<file path="src/rtl/mem_arbiter.sv">
// Arbitrates one fixed-latency, single-ported unified memory between instruction
// fetch and data access. Grants one access at a time and stalls whichever requester is waiting.
module mem_arbiter #(
  parameter int unsigned ADDR_W  = 6,
  parameter int unsigned MEM_LAT = 1
) (
  input  logic              clk,
  input  logic              rst,
  input  logic              if_req,
  input  logic [31:0]       if_addr,
  output logic              if_ack,
  output logic [31:0]       if_rdata,
  input  logic              d_req,
  input  logic              d_we,
  input  logic [31:0]       d_addr,
  input  logic [31:0]       d_wdata,
  input  logic [3:0]        d_be,
  output logic              d_ack,
  output logic [31:0]       d_rdata,
  output logic              stall_if,
  output logic              stall_mem,
  output logic              mem_en,
  output logic              mem_we,
  output logic [ADDR_W-1:0] mem_addr,
  output logic [31:0]       mem_wdata,
  output logic [3:0]        mem_be,
  input  logic [31:0]       mem_rdata
);

  localparam int unsigned CNT_W = 4;

  typedef enum logic [1:0] {IDLE, BUSY, RESP} state_t;
  typedef enum logic {GNT_FETCH, GNT_DATA} gnt_t;

  state_t           state, state_nxt;
  gnt_t             gnt, last_gnt;
  logic [CNT_W-1:0] cnt;
  logic             grant_c;
  logic             pick_data_c;

  // Byte offset and out-of-range upper address bits are intentionally dropped.
  logic unused_addr_bits;
  assign unused_addr_bits = ^{if_addr[31:ADDR_W+2], if_addr[1:0],
                              d_addr[31:ADDR_W+2], d_addr[1:0]};

  // State register
  always_ff @(posedge clk or negedge rst) begin
    if (!rst) state <= IDLE;
    else      state <= state_nxt;
  end

  // Next-state logic; RESP always returns to IDLE so a held request is not serviced twice
  always_comb begin
    state_nxt = state;
    case (state)
      IDLE:    if (if_req || d_req) state_nxt = BUSY;
      BUSY:    if (cnt == '0) state_nxt = RESP;
      RESP:    state_nxt = IDLE;
      default: state_nxt = IDLE;
    endcase
  end

  // Grant decision: on a tie, serve the requester that was not served last
  always_comb begin
    grant_c     = 1'b0;
    pick_data_c = 1'b0;
    if (state == IDLE) begin
      grant_c     = if_req | d_req;
      pick_data_c = d_req & (~if_req | (last_gnt == GNT_FETCH));
    end
  end

  // Memory-side registers, read-data capture and ack pulses
  always_ff @(posedge clk or negedge rst) begin
    if (!rst) begin
      gnt       <= GNT_FETCH;
      last_gnt  <= GNT_FETCH;
      cnt       <= '0;
      if_ack    <= 1'b0;
      d_ack     <= 1'b0;
      if_rdata  <= '0;
      d_rdata   <= '0;
      mem_en    <= 1'b0;
      mem_we    <= 1'b0;
      mem_addr  <= '0;
      mem_wdata <= '0;
      mem_be    <= '0;
    end else begin
      if_ack <= 1'b0;
      d_ack  <= 1'b0;
      case (state)
        IDLE: begin
          if (grant_c) begin
            cnt    <= CNT_W'(MEM_LAT - 1);
            mem_en <= 1'b1;
            if (pick_data_c) begin
              gnt       <= GNT_DATA;
              last_gnt  <= GNT_DATA;
              mem_addr  <= d_addr[ADDR_W+1:2];
              mem_we    <= d_we;
              mem_wdata <= d_wdata;
              mem_be    <= d_be;
            end else begin
              gnt       <= GNT_FETCH;
              last_gnt  <= GNT_FETCH;
              mem_addr  <= if_addr[ADDR_W+1:2];
              mem_we    <= 1'b0;
              mem_wdata <= '0;
              mem_be    <= '0;
            end
          end
        end
        BUSY: begin
          if (cnt == '0) begin
            mem_en <= 1'b0;
            mem_we <= 1'b0;
            if (gnt == GNT_DATA) begin
              d_ack <= 1'b1;
              if (!mem_we) d_rdata <= mem_rdata;
            end else begin
              if_ack   <= 1'b1;
              if_rdata <= mem_rdata;
            end
          end else begin
            cnt <= cnt - CNT_W'(1);
          end
        end
        default: ;
      endcase
    end
  end

  // Stalls drop in the ack cycle so the pipeline advances on that edge
  assign stall_if  = rst & if_req & ~if_ack;
  assign stall_mem = rst & d_req & ~d_ack;

endmodule

</file>
<file path="config.mk">
export PLATFORM = sky130hd
export DESIGN_NAME = mem_arbiter
export DESIGN_NICKNAME = d
export VERILOG_FILES = /design/src/rtl/mem_arbiter.sv
export SDC_FILE = /design/constraint.sdc
export NUM_CORES = 1
export LEC_CHECK = 0
export CAP_MARGIN = 30
export CORE_AREA = 2 2 96 121
export CTS_CLUSTER_DIAMETER = 200
export DETAILED_ROUTE_END_ITERATION = 7
export DIE_AREA = 0 0 98 123
export HOLD_SLACK_MARGIN = 0.02
export PLACE_DENSITY = 0.85
export SYNTH_ARGS = -nofsm -noshare
export SYNTH_HDL_FRONTEND = slang
export SYNTH_SLANG_ARGS = --single-unit
</file>
<file path="constraint.sdc">
create_clock -name clk -period 3.9 [get_ports clk]
set_clock_uncertainty 0.15 [all_clocks]
set_input_delay 0.975 -clock clk [delete_from_list [all_inputs] [get_ports clk]]
set_output_delay 0.975 -clock clk [all_outputs]
set_load 0.005 [all_outputs]
</file>
==> flow_metrics.py <==
metrics = {
    "logic_synthesis": {
        "async_flop_share_pct": 100.0,
        "synthesis.nets": 439,
        "yosysSeqAreaShare_pct": 65.44,
        "synth_most_common_cell": "dfrtp_1",
        "syn_avg_cell_area_um2": 14.91,
        "yosysWarnings": 0,
        "synth_cells": 300,
        "synth_area_leaders": "dfrtp_1 (65%), mux2_2 (15%), a22o_1 (7.2%)",
        "synth_top_area_share_pct": 65.44,
        "ys_ff_latch": 117,
        "netlist_area_mm2": 0.004474,
        "synth-edff-count": 0,
        "ys_types": 29,
        "yosysTopAreaCell": "dfrtp_1",
        "yosys-top-cells-count": "dfrtp_1 (117), mux2_2 (61), a22o_1 (37), o21ai_0 (11)",
        "ys.flop_type": "dfrtp_1",
    },
    "placement": {
        "place.port_buffers": 196,
        "place_congestion": 0.8181,
        "hpwlAfterDp_um": 8333,
        "dp_slack_ps": 499.0,
        "placed_cells": 621,
    },
    "cts": {
        "numCtsBuffers": 17,
        "postCtsSetupRepairBufs": 0,
        "root_buffer": "clkbuf_16",
        "clockBufferDepth": 2,
        "path_clk_slew_ps": 50,
        "cts_tree": "yes",
        "holdBufCountCts": 0,
        "clk-insertion-delay-late_ps": 400,
        "cts.htree.levels": 4,
        "cts_resized": 0,
        "cts_sinks": 117,
    },
    "timing": {
        "setup_ws_ps": 485.6,
        "maxClockFrequency_mhz": 292.9,
        "period_needed_ps": 3414,
        "rsz0062_at_grt": "false",
        "tns_ps": 0,
        "hold_violations": 0,
        "slew_headroom_pct": 45.51,
        "worstMarginPinSlew_ps": 814.7,
        "setup_viol": 0,
        "fin_hold_ws_ps": 345.5,
        "maxSlewViolCount": 0,
        "fin_crit_sh_pct": 87.55,
    },
    "layout": {
        "layout.nets": 645,
        "diodes": 0,
        "layout-drive-gt1-share_pct": 19.92,
        "seq_area_mm2": 0.002928,
        "fin_cells": 652,
        "multi_input_area_mm2": 0.001415,
        "areaGrowthSynthToFinish_pct": 60.99,
        "fill_cells": 797,
    },
    "critical_path": {
        "end_kind": "primary output",
        "worstPathArrival_ps": 2290,
        "critPathLaunchType": "primary input",
        "crit_required_ps": 2770,
        "crit_path_max_fanout": 7,
        "ff2ff_path_depth": 6,
        "critical_path_class": "primary input to primary output",
    },
    "worst_hold_path": {
        "min_path_cells": 1,
        "holdCritPathClass": "flop to flop",
    },
    "die": {
        "die_w_um": 98,
        "fp.dieH_um": 123,
        "start_util_pct": 40.97,
        "num_io_pins": 249,
        "num_rows": 43,
        "die-area_mm2": 0.01205,
        "core_mm2": 0.01092,
    },
    "global_routing": {
        "grt_pass1_wl_um": 18310,
        "grt_antenna_before_repair": 0,
        "grt.total_usage_pct": 19.58,
        "grt_remaining_overflow": 0,
        "grt_start_max_net_pins": 78,
        "first_global_vias": 3658,
    },
    "route": {
        "routed_wl_um": 11780,
        "route.vias.total": 3387,
        "drt_iter0_drc": 128,
        "drt_first_pass_iters": 6,
        "routed_via_density": 5.195,
        "postRouteAntennaNets": 0,
        "drcViolationCount": 0,
        "detail_route.wl_per_cell_um": 18.06,
    },
    "pwr": {
        "p_per_area_mw_per_mm2": 844.8,
        "vdd_ir_drop_max_v": 0.0005244,
        "power.leakage_nw": 3.118,
    },
    "run_status": {
        "outcome": "finished clean",
    },
    "run": {
        "cap_violations": 0,
    },
}
==> state kept, by name, indices dropped and copies added, names as in the netlist <==
signal	cells
mem_we	1
d_rdata	32
mem_en	1
mem_wdata	32
cnt	4
if_ack	1
mem_be	4
last_gnt	1
state	2
mem_addr	6
if_rdata	32
d_ack	1
==> layer usage <==
metal  track usage (%)  up-vias  routed length [um]
met5                 0        -                   0
met3             6.501       22                 859
li1                  -     1511                   -
met2             34.08      133                6200
met4             9.028        0                 261
met1             21.83     1721                4454
==> final cells by class <==
cell class,count,share of cell area [%]
timing repair buffer,205,28.59
inverter,9,0.4690
tap,135,2.345
clock inverter,9,1.772
multi-input combinational,156,19.65
clock buffer,21,6.531
sequential,117,40.65
==> worst max-delay path, cell delays in order <==
cell and delay (ps):
clkdlybuf4s50_1 630, nand2_1 90, nor2_1 100, clkdlybuf4s50_1 500
==> cell usage in the layout, fill, tap and decap left out, types with 2 or more instances in the layout <==
| cell | Yosys | routed |
|---|---|---|
| bufinv_16 | 0 | 3 |
| clkbuf_8 | 0 | 3 |
| nor3_1 | 2 | 2 |
| nor2_1 | 5 | 5 |
| mux2i_1 | 2 | 2 |
| mux2_1 | 3 | 3 |
| dfrtp_1 | 117 | 117 |
| o21ai_0 | 11 | 10 |
| buf_4 | 0 | 8 |
| ha_1 | 2 | 2 |
| clkinvlp_4 | 0 | 3 |
| clkinv_2 | 0 | 3 |
| o2111ai_1 | 6 | 6 |
| a22o_1 | 37 | 37 |
| nand2_1 | 4 | 4 |
| mux2_2 | 61 | 61 |
| inv_1 | 9 | 9 |
| and3_1 | 2 | 2 |
| nand3_1 | 4 | 4 |
| o211ai_1 | 6 | 6 |
| clkbuf_16 | 0 | 17 |
| clkdlybuf4s50_1 | 0 | 195 |
==> stage by stage <==
step                      util, %  instance area, um2  total power [mW]
after floorplan                 -                4474             3.065
after global placement      60.22                6578             4.443
after detailed placement    60.22                6578             4.549
after CTS                   65.70                7176             6.151
after global routing        65.95                7203             6.412
final                       65.95                7203             6.085
==> path summary, 6_finish.rpt <==
path,slack (ps),from,end
worst min register to register,350,mem_be[1],mem_be[1]
worst min-delay path,350,mem_be[1],mem_be[1]
min in group asynchronous,360,rst,mem_wdata[11]
max in group asynchronous,2680,rst,if_rdata[21]
worst max register to register,1170,cnt[0],if_rdata[22]
worst max-delay path,490,d_req,stall_mem
==> cells by family (layout without fill, tap and decap cells) <==
group                    after synthesis  count (layout)  synth area share [%]
multiplexers                          66              66                 16.55
AND/OR/NAND/NOR                       24              24                 3.049
adder cells (fa/ha/maj)                2               2                0.5592
AO/OA/AOI/OAI                         64              64                 11.38
flip-flops                           117             117                 65.44
buffers and inverters                 27             244                 3.020
==> power breakdown <==
group	switching [mW]	leakage, nW	internal, mW
sequential	0.340	1.44	1.81
clock	0.523	0.287	1.04
combinational	0.797	1.39	1.57
total	1.66	3.12	4.43
Note: power is estimated with default switching activity, not from simulation.
